`config.mk`:
```
export PLATFORM = sky130hd
export DESIGN_NAME = if_stage_flat
export DESIGN_NICKNAME = d
export VERILOG_FILES = /design/src/rtl/if_stage_if.sv /design/src/rtl/if_stage.sv /design/src/flat_wrapper.sv
export SDC_FILE = /design/constraint.sdc
export NUM_CORES = 1
export LEC_CHECK = 0
export BUFFER_PORTS_ARGS = -buffer_cell sky130_fd_sc_hd__buf_4
export CAP_MARGIN = 5
export CORE_AREA = 4 4 113 115
export DETAILED_ROUTE_END_ITERATION = 7
export DIE_AREA = 0 0 117 119
export RECOVER_POWER = 100
export SKIP_LAST_GASP = 1
export SYNTH_ARGS = -nofsm -noshare
export SYNTH_HDL_FRONTEND = slang
export SYNTH_SLANG_ARGS = --single-unit
export TNS_END_PERCENT = 20
```
`constraint.sdc`:
```
create_clock -name clk -period 5.4 [get_ports clk]
set_input_delay 0.27 -clock clk [delete_from_list [all_inputs] [get_ports clk]]
set_output_delay 0.27 -clock clk [all_outputs]
set_load 0.05 [all_outputs]
```
`src/rtl/if_stage_if.sv`:
```
// rtl/if_stage_if.sv - instruction-memory bus between the fetch stage and instruction memory
//
// Purpose: carries the fetch address out to instruction memory and the
//          combinationally read instruction word back.
// Signals:
//    imem_addr   32  fetch address (driven by the fetch stage)
//    imem_rdata  32  instruction word read from imem_addr
// Modports:
//    master  fetch stage side (drives imem_addr)
//    slave   memory side (drives imem_rdata)
interface if_stage_if;
   logic [31:0] imem_addr;
   logic [31:0] imem_rdata;

   modport master (output imem_addr, input imem_rdata);
   modport slave  (input imem_addr, output imem_rdata);
endinterface

```
`src/rtl/if_stage.sv`:
```
// rtl/if_stage.sv - instruction-fetch stage: PC register, next-PC select, optional BTB
//
// Purpose: owns the program counter, drives the instruction-memory address and
//          presents instruction, PC and PC+4 to IF/ID. Holds on stall, restarts
//          on EX redirect (raising control_hazard). Optional macro BTB_EN builds
//          a direct-mapped branch target buffer with 2-bit counters.
// Parameters:
//    RESET_PC     PC loaded on reset
//    BTB_ENTRIES  BTB depth (power of two, 2..16), used only with BTB_EN
// Ports:
//    clk, rst                          clock, asynchronous active-high reset
//    pipeline_stop                     hold PC
//    ex_redirect_valid/_pc             restart fetch at ex_redirect_pc
//    ex_br_valid/_pc/_taken/_target    resolved branch, trains the BTB
//    imem                              instruction-memory bus (master)
//    if_pc, if_pc4, if_inst            fetch results toward IF/ID
//    if_pred_taken, if_pred_target     BTB prediction for the current PC
//    control_hazard                    flush request to IF/ID
module if_stage #(
   parameter logic [31:0] RESET_PC    = 32'h0000_0000,
   parameter int          BTB_ENTRIES = 4
) (
   input  logic              clk,
   input  logic              rst,
   input  logic              pipeline_stop,
   input  logic              ex_redirect_valid,
   input  logic [31:0]       ex_redirect_pc,
   input  logic              ex_br_valid,
   input  logic [31:0]       ex_br_pc,
   input  logic              ex_br_taken,
   input  logic [31:0]       ex_br_target,
   if_stage_if.master        imem,
   output logic [31:0]       if_pc,
   output logic [31:0]       if_pc4,
   output logic [31:0]       if_inst,
   output logic              if_pred_taken,
   output logic [31:0]       if_pred_target,
   output logic              control_hazard
);

   logic [31:0] pc;
   logic [31:0] pc_next;
   logic        pred_taken;
   logic [31:0] pred_target;

`ifdef BTB_EN
   localparam int IDX_W = $clog2(BTB_ENTRIES);
   localparam int TAG_W = 30 - IDX_W;

   logic             btb_valid  [BTB_ENTRIES];
   logic [TAG_W-1:0] btb_tag    [BTB_ENTRIES];
   logic [31:0]      btb_target [BTB_ENTRIES];
   logic [1:0]       btb_ctr    [BTB_ENTRIES];

   logic [IDX_W-1:0] look_idx;
   logic [TAG_W-1:0] look_tag;
   logic             look_hit;
   logic [IDX_W-1:0] upd_idx;
   logic [TAG_W-1:0] upd_tag;
   logic             upd_hit;
   logic             unused_br;

   assign look_idx  = pc[IDX_W+1:2];
   assign look_tag  = pc[31:IDX_W+2];
   assign upd_idx   = ex_br_pc[IDX_W+1:2];
   assign upd_tag   = ex_br_pc[31:IDX_W+2];
   // Instruction alignment bits carry no index/tag information.
   assign unused_br = ^ex_br_pc[1:0];

   // Lookup reads the array before this edge's update, so a same-cycle
   // update at the same index is not visible until the next cycle.
   assign look_hit    = btb_valid[look_idx] && (btb_tag[look_idx] == look_tag);
   assign pred_taken  = look_hit && btb_ctr[look_idx][1];
   assign pred_target = pred_taken ? btb_target[look_idx] : 32'h0;
   assign upd_hit     = btb_valid[upd_idx] && (btb_tag[upd_idx] == upd_tag);

   always_ff @(posedge clk or posedge rst) begin
      if (rst) begin
         for (int i = 0; i < BTB_ENTRIES; i++) begin
            btb_valid[i]  <= 1'b0;
            btb_tag[i]    <= '0;
            btb_target[i] <= 32'h0;
            btb_ctr[i]    <= 2'b01;
         end
      end else if (ex_br_valid) begin
         if (upd_hit) begin
            if (ex_br_taken) begin
               if (btb_ctr[upd_idx] != 2'b11)
                  btb_ctr[upd_idx] <= btb_ctr[upd_idx] + 2'd1;
               btb_target[upd_idx] <= ex_br_target;
            end else if (btb_ctr[upd_idx] != 2'b00) begin
               btb_ctr[upd_idx] <= btb_ctr[upd_idx] - 2'd1;
            end
         end else if (ex_br_taken) begin
            // Allocate (or evict the aliasing entry) weakly taken.
            btb_valid[upd_idx]  <= 1'b1;
            btb_tag[upd_idx]    <= upd_tag;
            btb_target[upd_idx] <= ex_br_target;
            btb_ctr[upd_idx]    <= 2'b10;
         end
      end
   end
`else
   logic unused_br;

   assign pred_taken  = 1'b0;
   assign pred_target = 32'h0;
   // Training inputs and BTB depth have no use without the BTB.
   assign unused_br   = ^{ex_br_valid, ex_br_pc, ex_br_taken, ex_br_target, 32'(BTB_ENTRIES)};
`endif

   // Redirect beats stall: the stalled instruction in ID is wrong-path anyway.
   always_comb begin
      pc_next = pc + 32'd4;
      if (ex_redirect_valid)
         pc_next = ex_redirect_pc;
      else if (pipeline_stop)
         pc_next = pc;
      else if (pred_taken)
         pc_next = pred_target;
   end

   always_ff @(posedge clk or posedge rst) begin
      if (rst)
         pc <= RESET_PC;
      else
         pc <= pc_next;
   end

   assign imem.imem_addr = pc;
   assign if_pc          = pc;
   assign if_pc4         = pc + 32'd4;
   assign if_inst        = imem.imem_rdata;
   assign if_pred_taken  = pred_taken;
   assign if_pred_target = pred_target;
   assign control_hazard = ex_redirect_valid;

endmodule

```
`src/flat_wrapper.sv`:
```
// flat-port wrapper written by rule: the top's interface ports become plain ports
module if_stage_flat 
#(
   parameter logic [31:0] RESET_PC    = 32'h0000_0000,
   parameter int          BTB_ENTRIES = 4
)
  (clk, rst, pipeline_stop, ex_redirect_valid, ex_redirect_pc, ex_br_valid, ex_br_pc, ex_br_taken, ex_br_target, if_pc, if_pc4, if_inst, if_pred_taken, if_pred_target, control_hazard, imem_imem_addr, imem_imem_rdata);
  if_stage_if imem_i ();
  input  logic clk;
  input  logic rst;
  input  logic pipeline_stop;
  input  logic ex_redirect_valid;
  input  logic [31:0] ex_redirect_pc;
  input  logic ex_br_valid;
  input  logic [31:0] ex_br_pc;
  input  logic ex_br_taken;
  input  logic [31:0] ex_br_target;
  output logic [31:0] if_pc;
  output logic [31:0] if_pc4;
  output logic [31:0] if_inst;
  output logic if_pred_taken;
  output logic [31:0] if_pred_target;
  output logic control_hazard;
  output wire logic [$bits(imem_i.imem_addr)-1:0] imem_imem_addr;
  input wire logic [$bits(imem_i.imem_rdata)-1:0] imem_imem_rdata;
  assign imem_imem_addr = imem_i.imem_addr;
  assign imem_i.imem_rdata = imem_imem_rdata;
  if_stage #(.RESET_PC(RESET_PC), .BTB_ENTRIES(BTB_ENTRIES)) u_core (.clk(clk), .rst(rst), .pipeline_stop(pipeline_stop), .ex_redirect_valid(ex_redirect_valid), .ex_redirect_pc(ex_redirect_pc), .ex_br_valid(ex_br_valid), .ex_br_pc(ex_br_pc), .ex_br_taken(ex_br_taken), .ex_br_target(ex_br_target), .imem(imem_i), .if_pc(if_pc), .if_pc4(if_pc4), .if_inst(if_inst), .if_pred_taken(if_pred_taken), .if_pred_target(if_pred_target), .control_hazard(control_hazard));
endmodule
```
==> impl_metrics.csv <==
group,metric,value,unit
outcome,status,"complete, but fails checks",
outcome,failed_checks,"capacitance limit, slew limit",
logic_synthesis,synth_area_leaders,"dfrtp_1 (25%), buf_4 (24%), xnor2_1 (5.5%), xor2_1 (5.5%), nand2_1 (3.8%)",
routing,firstDrtPassIters,4,
logic_synthesis,synth_edf_count,0,
pwr,powerDensity,338,nW/µm²
die,rows,40,
setup_path,worstSetupStartpoint,"u_core.if_pc[4]",
setup_path,worstReg2RegStart,"u_core.if_pc[2]",
die,io_pins,296,
sta,worst_pin_slew,1.96,ns
pwr,finalPower,1.15,mW
setup_path,crit_path_end_kind,"output pin",
logic_synthesis,syn_inst,400,
finish,multi_input_area,1590,µm²
logic_synthesis,ys_seq_area_share,25.3,%
clock_network,cts-root-buf,"clkbuf_16",
logic_synthesis,avgSynthCellArea,7.90,µm²
sta,finClkSkew,0.00466,ns
pwr,irDropWorstVdd,0.116,mV
routing,postRouteAntennaNets,0,
grt,grt_use_total,13.7,%
grt,grt_pass1_vias,2689,
placement,place_hpwl,7.43,mm
sta,setup_tns,0,ns
logic_synthesis,yosys_register_bits,32,
placement,port_buffers,132,
setup_path,crit_end,"if_pc4[25]",
sta,finalCriticalPeriod,3.34,ns
clock_network,ctsResizeCount,0,
logic_synthesis,syn_area,3160,µm²
routing,vias,2829,
grt,grt_first_pass_wirelength,15.0,mm
finish,drive_gt1_share,9.84,%
die,start_util,26.8,%
clock_network,cts_inserted_buffers,5,
die,fp.coreArea,11800,µm²
logic_synthesis,yosys.area.top_type,"dfrtp_1",
clock_network,tritoncts,"built",
clock_network,clock-sinks,32,
finish,diodes,0,
routing,drc,0,
run,drv_cap,2,
sta,slew_viol_final,79,
worst_hold_path,min_path_type,"input pin to flip-flop",
sta,holdWs,0.198,ns
sta,hold_viol,0,
sta,slew_headroom,-30.6,%
sta,post-route-period-util,61.8,%
clock_network,cts.htree.levels,2,
logic_synthesis,ys_types,40,
placement,dpl_cell_area,3600,µm²
setup_path,critPathKind,"flip-flop to output pin",
finish,final_area,3390,µm²
logic_synthesis,async_reset_ff_share,100,%
sta,finalSetupViolCount,0,
finish,seqCellArea,801,µm²
setup_path,path_cells,"nand3_1 -> or4_1 -> or3_1 -> xnor2_1 -> clkbuf_1",
placement,dp_slack,2.58,ns
finish,fillCellCount,1407,
sta,postLayoutSetupSlackWorst,2.06,ns
grt,antenna_found_initial,0,
finish,largest_register_ffs,32,
setup_path,reg2regPathDepth,5,
finish,final_nets,581,
logic_synthesis,synth_top_area_share,25.3,%
routing,wl,9.79,mm
setup_path,slowest_delay,0.80,ns
grt,grt_max_degree,46,
clock_network,hold_buffers,0,
sta,rsz0062_at_grt,"no",
routing,drt_iter0_markers,90,
logic_synthesis,synth.yosys.warnings,0,
die,die_w,117,µm
setup_path,cp.arrival,3.07,ns
die,die_area,13900,µm²
placement,gp_congestion,0.792,
setup_path,r2r-end,"u_core.if_pc[14]",
clock_network,post-cts-setup-buffers,0,
setup_path,cp-start-kind,"flip-flop",
clock_network,clk_pin_slew_worst_paths,0.05,ns
finish,area_growth_syn_to_layout,7.21,%
grt,grt_overflow,0,
setup_path,crit_path_top_delay_cell,"or4_1",
routing,routed_via_density,4.76,
pwr,total_leakage_power,1.28,nW
sta,fmax,300,MHz
setup_path,crit_fanout,10,
setup_path,required,5.13,ns
clock_network,clk_latency,0.28,ns
logic_synthesis,synth_flop_cell,"dfrtp_1",
routing,wire_per_inst,16.5,µm
clock_network,cts_buffer_depth,2,
die,die_y,119,µm
setup_path,r2r_slack,2.43,ns
-- layout make-up --
cell class / count / share of cell area, %
inverters: 6 / 0.665
clock inverters: 2 / 1.03
clock buffers: 6 / 3.80
repair buffers: 133 / 18.5
multi-input cells: 268 / 46.9
well taps: 147 / 5.43
flip-flops and latches: 32 / 23.6
-- cells in the mapped netlist (2+ instances only) --
library cell and instances:
nor3_1 18, buf_2 7, inv_1 5, xnor2_1 20, clkbuf_1 17, nor2_1 24
o41ai_1 2, or4_1 11, nor2b_1 2, nor4_1 8, dfrtp_1 32, buf_4 101
and4_1 2, nand4_1 12, or3_1 6, and2_1 3, mux2i_1 2, o31ai_1 8
nand4b_1 5, mux2_2 2, o21ai_0 15, nand3_1 16, and3_1 3, xor2_1 20
nand2_1 32, a31oi_1 13
-- layout by cell type (no fill, tap or decap), types with 2 or more instances in the layout --
cell	Yosys	final
nand4b_1	5	5
nor4_1	8	9
inv_1	5	5
nand3_1	16	16
and4_1	2	2
nor3_1	18	18
or3_1	6	6
conb_1	1	33
nand4_1	12	12
nand2_1	32	32
o41ai_1	2	2
nor2b_1	2	2
o31ai_1	8	8
clkbuf_1	17	100
and3_1	3	3
xor2_1	20	20
mux2i_1	2	2
buf_4	101	33
and2_1	3	3
or4_1	11	11
mux2_2	2	2
clkbuf_16	0	5
a31oi_1	13	13
dfrtp_1	32	32
nor2_1	24	24
xnor2_1	20	20
o21ai_0	15	15
-- worst min path at each step --
stage	start	to	slack, ns	cells after the start
floorplan	rst	u_core.if_pc[0]	0.39	1
global route	ex_redirect_pc[4]	u_core.if_pc[4]	0.22	3
CTS	rst	u_core.if_pc[15]	0.12	3
global placement	rst	u_core.if_pc[5]	0.42	3
detailed placement	rst	u_core.if_pc[5]	0.41	3
finish	ex_redirect_pc[8]	u_core.if_pc[8]	0.20	3
-- routing by layer --
| layer | routed length, µm | track usage (%) | part of all wire, % |
|---|---|---|---|
| met3 | 859 | 3.51 | 8.8 |
| met2 | 4750 | 22.7 | 49 |
| met1 | 4030 | 17.6 | 41 |
| met5 | 0 | 0 | 0 |
| met4 | 148 | 3.66 | 1.5 |
-- logic make-up (layout without fill, tap and decap cells) --
group | count (synthesis) | after routing | share of synthesized area, %
AOI/OAI and AO/OA | 43 | 43 | 8.75
buffers and inverters | 132 | 147 | 27.9
and+or+nand+nor | 147 | 147 | 25.0
other | 1 | 33 | 0.119
adders and majority gates | 1 | 1 | 0.396
DFF | 32 | 32 | 25.3
xor gates and xnor gates | 40 | 40 | 11.1
muxes | 4 | 4 | 1.35
-- critical path: cells and delay by family, from the launching register on --
| kind | cells | cell delay, ns |
|---|---|---|
| xor gates and xnor gates | 1 | 0.15 |
| buffers and inverters | 1 | 0.50 |
| DFF | 1 | 0.51 |
| and+or+nand+nor | 3 | 1.63 |
-- metrics by stage --
step                      util [%]  std cells
after CTS                     31.9        594
after global routing          28.7        594
after global placement        30.5        586
after floorplan                  -        432
after detailed placement      30.5        586
final                         28.7        594
-- where the power goes --
group	total, mW	internal, mW	switching, mW	leakage [nW]
logic	0.499	0.0866	0.412	0.833
registers	0.321	0.263	0.0584	0.371
clock network	0.325	0.217	0.108	0.0808
total	1.15	0.567	0.579	1.28
Note: power is estimated with default switching activity, not from simulation.
